<file path="src/rtl/led_status_driver.sv">
// LED status driver: synchronised switch mirror, free-running slow/fast blink,
// and an alarm indicator FSM (IDLE/RING/ACKED) with an auto-silence timeout.
module led_status_driver #(
    parameter int unsigned NUM_SW          = 5,
    parameter int unsigned BLINK_DIV       = 25000000,
    parameter int unsigned TIMEOUT_PERIODS = 60
) (
    input  logic              clk,
    input  logic              reset,
    input  logic [NUM_SW-1:0] sw,
    input  logic              alarm,
    input  logic              alarm_ack,
    input  logic [1:0]        mode,
    output logic [NUM_SW-1:0] led_sw,
    output logic              led_blink,
    output logic              led_alarm,
    output logic              alarm_active
);

    localparam int unsigned PRESC_W = (BLINK_DIV > 1) ? $clog2(BLINK_DIV) : 1;
    localparam int unsigned TMO_W   = 8;

    localparam logic [PRESC_W-1:0] PRESC_LAST = PRESC_W'(BLINK_DIV - 1);
    localparam logic [PRESC_W-1:0] PRESC_HALF = PRESC_W'((BLINK_DIV / 2) - 1);
    localparam logic [TMO_W-1:0]   TMO_LIMIT  = TMO_W'(TIMEOUT_PERIODS);

    typedef enum logic [1:0] {
        ST_IDLE  = 2'd0,
        ST_RING  = 2'd1,
        ST_ACKED = 2'd2
    } state_t;

    logic [NUM_SW-1:0]  r_sw_meta;
    logic [NUM_SW-1:0]  r_sw_sync;
    logic [PRESC_W-1:0] r_presc;
    logic               r_blink;
    logic               r_fast;
    logic               r_alarm_q;
    state_t             r_state;
    state_t             w_state_nxt;
    logic [TMO_W-1:0]   r_tmo;
    logic [TMO_W-1:0]   w_tmo_nxt;

    logic w_presc_wrap;
    logic w_presc_half;
    logic w_blink_fall;
    logic w_rise;

    assign w_presc_wrap = (r_presc == PRESC_LAST);
    assign w_presc_half = (r_presc == PRESC_HALF);
    assign w_blink_fall = w_presc_wrap & r_blink;
    assign w_rise       = alarm & ~r_alarm_q;

    // Two-flop synchroniser for the asynchronous slide switches
    always_ff @(posedge clk or posedge reset) begin
        if (reset) begin
            r_sw_meta <= '0;
            r_sw_sync <= '0;
        end else begin
            r_sw_meta <= sw;
            r_sw_sync <= r_sw_meta;
        end
    end

    assign led_sw = r_sw_sync;

    // Free-running prescaler and blink generators; never re-phased by the FSM
    always_ff @(posedge clk or posedge reset) begin
        if (reset) begin
            r_presc <= '0;
            r_blink <= 1'b0;
            r_fast  <= 1'b0;
        end else begin
            if (w_presc_wrap) begin
                r_presc <= '0;
            end else begin
                r_presc <= r_presc + PRESC_W'(1);
            end
            if (w_presc_wrap) begin
                r_blink <= ~r_blink;
            end
            if (w_presc_wrap || w_presc_half) begin
                r_fast <= ~r_fast;
            end
        end
    end

    assign led_blink = r_blink;

    // State, timeout counter and alarm edge-detect registers
    always_ff @(posedge clk or posedge reset) begin
        if (reset) begin
            r_state   <= ST_IDLE;
            r_tmo     <= '0;
            r_alarm_q <= 1'b0;
        end else begin
            r_state   <= w_state_nxt;
            r_tmo     <= w_tmo_nxt;
            r_alarm_q <= alarm;
        end
    end

    // Next-state logic: alarm release outranks ack and timeout in RING
    always_comb begin
        w_state_nxt = r_state;
        w_tmo_nxt   = r_tmo;
        case (r_state)
            ST_IDLE: begin
                if (w_rise) begin
                    w_state_nxt = ST_RING;
                    w_tmo_nxt   = '0;
                end
            end
            ST_RING: begin
                if (!alarm) begin
                    w_state_nxt = ST_IDLE;
                end else if (alarm_ack || (r_tmo >= TMO_LIMIT)) begin
                    w_state_nxt = ST_ACKED;
                end else if (w_blink_fall && (r_tmo < TMO_LIMIT)) begin
                    w_tmo_nxt = r_tmo + TMO_W'(1);
                end
            end
            ST_ACKED: begin
                if (!alarm) begin
                    w_state_nxt = ST_IDLE;
                end
            end
            default: begin
                w_state_nxt = ST_IDLE;
            end
        endcase
    end

    assign alarm_active = (r_state == ST_RING);

    // Pattern select follows mode immediately; only the state gates it
    always_comb begin
        led_alarm = 1'b0;
        if (r_state == ST_RING) begin
            case (mode)
                2'b00:   led_alarm = r_blink;
                2'b01:   led_alarm = r_fast;
                2'b10:   led_alarm = 1'b1;
                default: led_alarm = 1'b0;
            endcase
        end
    end

endmodule
</file>
<file path="config.mk">
export PLATFORM = sky130hd
export DESIGN_NAME = led_status_driver
export DESIGN_NICKNAME = d
export VERILOG_FILES = /design/src/rtl/led_status_driver.sv
export SDC_FILE = /design/constraint.sdc
export NUM_CORES = 1
export LEC_CHECK = 0
export CAP_MARGIN = 40
export CORE_MARGIN = 5
export CORE_UTILIZATION = 52
export CTS_CLUSTER_SIZE = 10
export DETAILED_ROUTE_END_ITERATION = 12
export GPL_TIMING_DRIVEN = 0
export PLACE_DENSITY_LB_ADDON = 0.25
export SLEW_MARGIN = 20
export SYNTH_ARGS = -nofsm -noshare
export SYNTH_HDL_FRONTEND = slang
export SYNTH_SLANG_ARGS = --single-unit
export TNS_END_PERCENT = 5
</file>
<file path="constraint.sdc">
create_clock -name clk -period 2 [get_ports clk]
set_input_delay 0.4 -clock clk [delete_from_list [all_inputs] [get_ports clk]]
set_output_delay 0.4 -clock clk [all_outputs]
set_load 0.005 [all_outputs]
</file>
* Word-level counts from Yosys, hierarchy flattened
Index checks and enable logic that the tools add are counted.
** Storage, ports and cells
- Flip-flop bits (word level) :: 48
- Input bits :: 11
- Output and inout port bits :: 8
- Logic and storage cells :: 50
** Operators by class
- $add $sub $neg :: 2
- Order comparisons :: 2
- Equal/unequal tests :: 12
- Muxes and demuxes :: 13
- Bitwise operators :: 5
- Reductions and logical operators :: 8
** Operators by type and width (count)
- $mux 8 :: 4
- $add 25x1->25 const B :: 1
- $eq 25x24->1 const B :: 1
- $eq 25x25->1 const B :: 1
- $mux 25 :: 1
- $pmux 8 s2 :: 1
- $add 8x1->8 const B :: 1
- $ge 8x6->1 const B :: 1
- $lt 8x6->1 const B :: 1
- $mux 2 :: 4
- $ne 2x2->1 const B :: 4
- $pmux 2 s3 :: 1
- $reduce_and 5->1 :: 1
- $eq 2x1->1 const B :: 2
- $eq 2x2->1 const B :: 2
- $logic_not 2->1 :: 2
- $ne 3x2->1 const B :: 1
- $not 1->1 :: 3
- $pmux 1 s3 :: 1
- $reduce_and 3->1 :: 1
- $and 1x1->1 :: 2
- $logic_or 1x1->1 :: 2
- $ne 2x1->1 const B :: 1
- $reduce_bool 2->1 :: 1
- other kinds (2) :: 2

* Longest topological paths before layout
Gate-level depths: netlist of the first run.
- Depth after elaboration :: 7
- Mapped depth :: 6
- Gate-level depth less buffers :: 6

* Worst setup path before layout of the first run
Ideal clock, no wire load.
- Kind :: register -> register
- From :: register r_presc[0]
- To :: register r_tmo[4]
- Setup time :: 87 ps
- Arrival time :: 1593 ps
- Required time :: 1913 ps
- Setup slack :: 320 ps
- Stages on the path, launching flop included :: 6
- Buffers on the path :: 0
- Period minus slack after synthesis :: 1680 ps
- Path through :: dfrtp_1 ha_1 and4_1 nand4_2 or4_1 o211ai_1
** Between the ends
- Cells in the longest elaborated chain, start to end :: 5
** RTL lines
- start: declaration :: line 35 : logic [PRESC_W-1:0] r_presc;
- start signal: assignment :: line 77 : r_presc <= r_presc + PRESC_W'(1);
- $eq 25x25->1 :: line 49 : assign w_presc_wrap = (r_presc == PRESC_LAST);
- $and 1x1->1 :: line 51 : assign w_blink_fall = w_presc_wrap & r_blink;
- $logic_and 1x1->1 :: line 119 : end else if (w_blink_fall && (r_tmo < TMO_LIMIT)) begin
- $ne 2x1->1 (no source line)
- $reduce_and 5->1 (no source line)
- end signal: assignment :: line 98 : r_tmo <= w_tmo_nxt;
- end: declaration :: line 41 : logic [TMO_W-1:0] r_tmo;
Every way passes these cells.
A chain may end at the register's enable or synchronous reset.

* Worst setup path after layout of the first run
- From :: register r_state[1]
- To :: output port alarm_active
** Between the ends
- Cells in the longest elaborated chain, start to end :: 1
** RTL lines
- start: declaration :: line 39 : state_t r_state;
- start signal: assignment :: line 97 : r_state <= w_state_nxt;
- $eq 2x1->1 :: line 134 : assign alarm_active = (r_state == ST_RING);
- end: declaration :: line 17 : output logic alarm_active
Every way passes these cells.

==> flow_summary.ini, run 1 <==
[timing]
max_freq_mhz = 516
finClkSkew_ps = 6.86
worst_slew_pin_slew_ps = 414
worst_slack_ps = 61.3
period_minus_slack_ps = 1940
period_share_pct = 96.9
timing.final.hold_violations = 0
finalMaxSlewViolations = 0
relSlewSlack_pct = 72.3
setup_violations = 0
rsz0062_at_grt = yes

[cells_and_area]
syn2layout_area_growth_pct = 18.7
finish.utilization_pct = 65.2
drive_above_1_share_pct = 16.7
antenna_cells = 0
stdcell_count = 284
final_cell_mix = 46 x dfrtp_1, 17 x clkdlybuf4s50_1, 15 x nand3_1
stdcell_area_mm2 = 0.00266
nets = 247
final_common_cell = dfrtp_1

[synth]
synth_top_area_share_pct = 53.6
ys_types = 42
synth_area_mm2 = 0.00224
syn-instance-count = 205
synth_ff_type = dfrtp_1
ys_seq_area_share_pct = 53.6
ys.warnings.count = 0
syn_nets = 219
synth.largest_area_cell = dfrtp_1
ys_top_cells_by_area = dfrtp_1 54%, xor2_1 3.5%, nand3_1 3.3%, o21ai_0 2.5%, and4_1 2.3%
synthArstFlopShare_pct = 100
syn_avg_cell_area_um2 = 10.9
synth-edff-count = 0
yosys_register_bits = 48

[clocking]
cts_tree = done
clockRootBuffer = clkbuf_8
cts.sinks = 48
cts_buffers = 5
holdBufCountCts = 0
clock_latency_ps = 300
h-tree-depth = 2
clockBufferDepth = 2
clkTransAtPathRegs_ps = 90

[detailed_routing]
routed_via_density = 5.78
drtPass1Iterations = 4
wirelength_mm = 4.39
drc = 0
via_count = 1641
drtAntennaViolNets = 0
drt_iter0_drc = 82
wl_per_cell_um = 15.5

[power_and_ir_drop]
p_leak_uw = 0.00113
ir_worst_vdd_mv = 0.434
total_power_uw = 1730
power_density_mw_per_mm2 = 650

[setup_path]
start_kind = flop
cp.required_ps = 1600
reg2regPathDepth = 4
arrival_ps = 1540
critical_path_class = reg2out
r2r_end = r_tmo[4]
endpoint_kind = primary output
r2r_start = r_presc[19]
cp_max_fo = 3
reg2reg_slack_ps = 70

[place]
dpl_worst_slack_ps = -251
hpwl_mm = 3.04
gp_congestion = 0.777
io_buffers = 18
place_area_mm2 = 0.00250
dp_cells = 274

[worst_hold_path]
hold_path_class = reg2reg
min_to = led_sw[3]
holdPathStages = 0
min-delay-start = r_sw_meta[3]

[floorplan]
initial_utilization_pct = 54.9
die_x_um = 75.7
num_rows = 23
die_area_mm2 = 0.00573
ioPinCount = 19
fp.dieH_um = 75.7
core-area_mm2 = 0.00409

[global_route]
grt_max_degree = 33
grt_pass1_wl_mm = 7.74
gr-usage-all-layers_pct = 17.8
grt_pass1_vias = 1679
grt-ovfl-total = 0
antenna_found_initial = 0

[flow_run]
max-cap-violations = 0

[outcome]
status = complete, no violations
==> worst max-delay path by stage <==
| stage | startpoint | end | depth (start not counted) |
|---|---|---|---|
| 2_1_floorplan | r_presc[0] | r_tmo[4] | 5 |
| 3_3_place_gp | reset | r_presc[19] | 2 |
| 3_5_place_dp | alarm | r_tmo[5] | 5 |
| 4_1_cts | r_state[1] | alarm_active | 5 |
| 5_1_grt | r_state[1] | alarm_active | 5 |
| 6_report | r_state[1] | alarm_active | 5 |
==> layer usage <==
layer | vias to the layer above | global-route usage, % | share of wire (%)
li1 | 808 | - | -
met1 | 804 | 22.5 | 46
met2 | 21 | 29.8 | 50
met3 | 8 | 3.96 | 3.0
met4 | 0 | 7.18 | 1.8
met5 | - | 0 | 0
==> area by class of cell <==
class	instances	area (um^2)
repair buffers	21	214
clock inverters	2	15.0
plain buffers	4	25.0
clock buffers	6	82.6
multi-input cells	144	1030
well taps	50	62.6
inverters	9	33.8
flip-flops and latches	48	1200
fillers	334	1420
==> per-stage QoR <==
| step | hold WS, ps | setup TNS (ps) |
|---|---|---|
| 2_1_floorplan | 331 | 0 |
| 3_3_place_gp | 332 | -23740 |
| 3_5_place_dp | 336 | -2060 |
| 4_1_cts | 349 | 0 |
| 5_1_grt | 375 | -41.1 |
| 6_report | 349 | 0 |
==> worst max-delay path: stages (launching register included) <==
cell and delay [ps]:
dfrtp_1 410, inv_2 80, nand2_2 60, inv_2 80, buf_4 110, clkdlybuf4s50_1 490
==> power breakdown <==
part / switching [uW] / internal (uW) / total [uW] / leakage, uW
logic: 50.8 / 59.7 / 110 / 0.000463
clock network: 323 / 280 / 603 / 0.0000434
registers: 22.9 / 994 / 1020 / 0.000626
total: 397 / 1330 / 1730 / 0.00113
==> registers in the layout (all words and copies together) (netlist names) <==
name,count
r_sw_meta,5
led_blink,1
r_alarm_q,1
r_tmo,8
r_presc,25
r_fast,1
led_sw,5
r_state,2
==> synthesized netlist by cell type, drive strengths merged, types with 5 or more instances <==
cell type	n
nand4	9
xnor2	6
nand3	17
o31ai	5
and4	7
and3	7
xor2	9
nand2	12
or3	5
nor2	11
o21ai	11
inv	9
dfrtp	48
a21oi	7
==> cell families (layout without fill, tap and decap cells) <==
| family | Yosys count | in the layout | share of synthesized area [%] |
|---|---|---|---|
| and+or+nand+nor | 90 | 90 | 25.6 |
| DFF | 48 | 48 | 53.6 |
| AOI/OAI and AO/OA | 32 | 32 | 9.04 |
| xor gates and xnor gates | 15 | 15 | 5.86 |
| buffers and inverters | 13 | 42 | 2.51 |
| muxes | 4 | 4 | 1.79 |
| adders and majority gates | 3 | 3 | 1.67 |
==> what timing repair did <==
| item | CTS | global route |
|---|---|---|
| pin swaps | 0 | 1 |
| resized for setup | 6 | 12 |
| buffers inserted | 2 | 0 |
| hold endpoints to repair | 0 | 0 |
| endpoints found under the setup margin | 12 | 19 |
Power figures use the tool's default switching activity.
==> run 2, diff against run 1 <==
--- a/config.mk
+++ b/config.mk
@@ -7,8 +7,8 @@
 export LEC_CHECK = 0
 export CAP_MARGIN = 40
 export CORE_MARGIN = 5
-export CORE_UTILIZATION = 52
-export CTS_CLUSTER_SIZE = 10
+export CORE_UTILIZATION = 55
+export CTS_CLUSTER_SIZE = 25
 export DETAILED_ROUTE_END_ITERATION = 12
 export GPL_TIMING_DRIVEN = 0
 export PLACE_DENSITY_LB_ADDON = 0.25
==> run 2 against run 1 <==
Effect of this change: cell count decreased by 0.35%; critical path type is now reg2reg; combinational power decreased by 5%; register-to-register slack improved by 70 ps; highest routed layer unchanged.
==> flow_summary.ini, run 2 (synthesis gave the netlist of run 1 again) <==
[power_and_ir_drop]
power_density_mw_per_mm2 = 684
p_leak_uw = 0.00114
ir_worst_vdd_mv = 0.534

[timing]
timing.final.hold_violations = 0
worst_slack_ps = 136
worst_slew_pin_slew_ps = 495
relSlewSlack_pct = 67.0
period_share_pct = 93.2
finalMaxSlewViolations = 0
max_freq_mhz = 536
finClkSkew_ps = 6.86
whs_ps = 348
period_minus_slack_ps = 1860
setup_violations = 0

[floorplan]
fp.dieH_um = 73.9
num_rows = 23
ioPinCount = 19
die_area_mm2 = 0.00545
initial_utilization_pct = 56.5
core-area_mm2 = 0.00397
die_x_um = 73.9

[global_route]
gr-usage-all-layers_pct = 17.5
grt_pass1_vias = 1562
grt-ovfl-total = 0
antenna_found_initial = 0
grt_pass1_wl_mm = 7.24
grt_max_degree = 27

[setup_path]
critical_path_class = reg2reg
arrival_ps = 2090
endpoint_kind = flop
cp_max_fo = 7
reg2regPathDepth = 5
start_kind = flop
reg2reg_slack_ps = 140
cp.required_ps = 2230

[place]
io_buffers = 18
hpwl_mm = 3.00
dpl_worst_slack_ps = -271
gp_congestion = 0.843

[cells_and_area]
multi_input_area_mm2 = 0.00102
regMostFlops = r_presc
final_cell_mix = 48 x dfrtp_1, 17 x clkdlybuf4s50_1, 15 x nand3_1
largest_register_ffs = 25
final_common_cell = dfrtp_1
reg.largest.list = r_presc (25), r_tmo (8)
regArea_mm2 = 0.00120
syn2layout_area_growth_pct = 19.0
drive_above_1_share_pct = 14.6
nets = 246
antenna_cells = 0
fill_cells = 316

[flow_run]
max-cap-violations = 0

[clocking]
clockBufferDepth = 2
clock_latency_ps = 300
h-tree-depth = 2
clkTransAtPathRegs_ps = 90
cts_tree = done
clockRootBuffer = clkbuf_8
cts_buffers = 5
cts.sinks = 48

[worst_hold_path]
holdPathStages = 0
hold_path_class = reg2reg

[detailed_routing]
drt_iter0_drc = 80
via_count = 1647
wirelength_mm = 4.17
drtPass1Iterations = 4
drc = 0
drtAntennaViolNets = 0
wl_per_cell_um = 14.7
routed_via_density = 5.82

[outcome]
status = complete, no violations
-- run 2: path summary, 6_finish.rpt --
path	from	endpoint
worst max-delay path	r_presc[12]	r_tmo[4]
worst min-delay path	r_sw_meta[1]	led_sw[1]
worst max register to register	r_presc[12]	r_tmo[4]
worst min register to register	r_sw_meta[1]	led_sw[1]
max in group asynchronous	reset	r_presc[16]
min in group asynchronous	reset	led_sw[1]
-- run 2: per-layer routing --
metal,vias up,routed length [um],GRT usage [%]
met5,-,0,0
met4,0,38,7.04
met3,6,135,4.10
met2,28,2100,28.3
met1,803,1890,22.5
li1,810,-,-
-- run 2: power by group --
group	leakage, uW	switching (uW)	total (uW)	internal [uW]
clock network	0.0000548	329	706	376
registers	0.000629	22.3	1020	994
logic	0.000460	49.4	104	54.9
total	0.00114	401	1830	1420
-- run 2: per-stage QoR --
step / TNS (ps) / instances / instance area (um^2) / power (uW) / util, %
floorplan: 0 / 205 / 2240 / 1080 / -
global placement: -22820 / 273 / 2480 / 1130 / 62.6
detailed placement: -2120 / 274 / 2500 / 1140 / 63.1
CTS: 0 / 282 / 2630 / 1850 / 66.1
global route: -0.00355 / 283 / 2670 / 1910 / 67.2
finish: 0 / 283 / 2670 / 1830 / 67.2
-- run 2: what timing repair did --
| action | CTS | global route |
|---|---|---|
| hold buffers | 0 | 0 |
| buffers inserted | 0 | 1 |
| setup endpoints to repair | 12 | 18 |
| cloned | 0 | 0 |
| gates resized for setup | 7 | 9 |
-- run 2: layout make-up --
class                      count  share of cell area, %
buffer                         4                  0.938
sequential                    48                   45.0
multi-input combinational    144                   38.3
timing repair buffer          20                   7.74
clock buffer                   5                   2.58
clock inverter                 3                   1.73
tap                           50                   2.34
inverter                       9                   1.36
-- run 2: critical path, stage by stage (launching register included) --
cell	delay (ps)
dfrtp_1	440
and3_1	180
buf_4	140
nand4_1	310
or4_1	600
o211ai_1	110
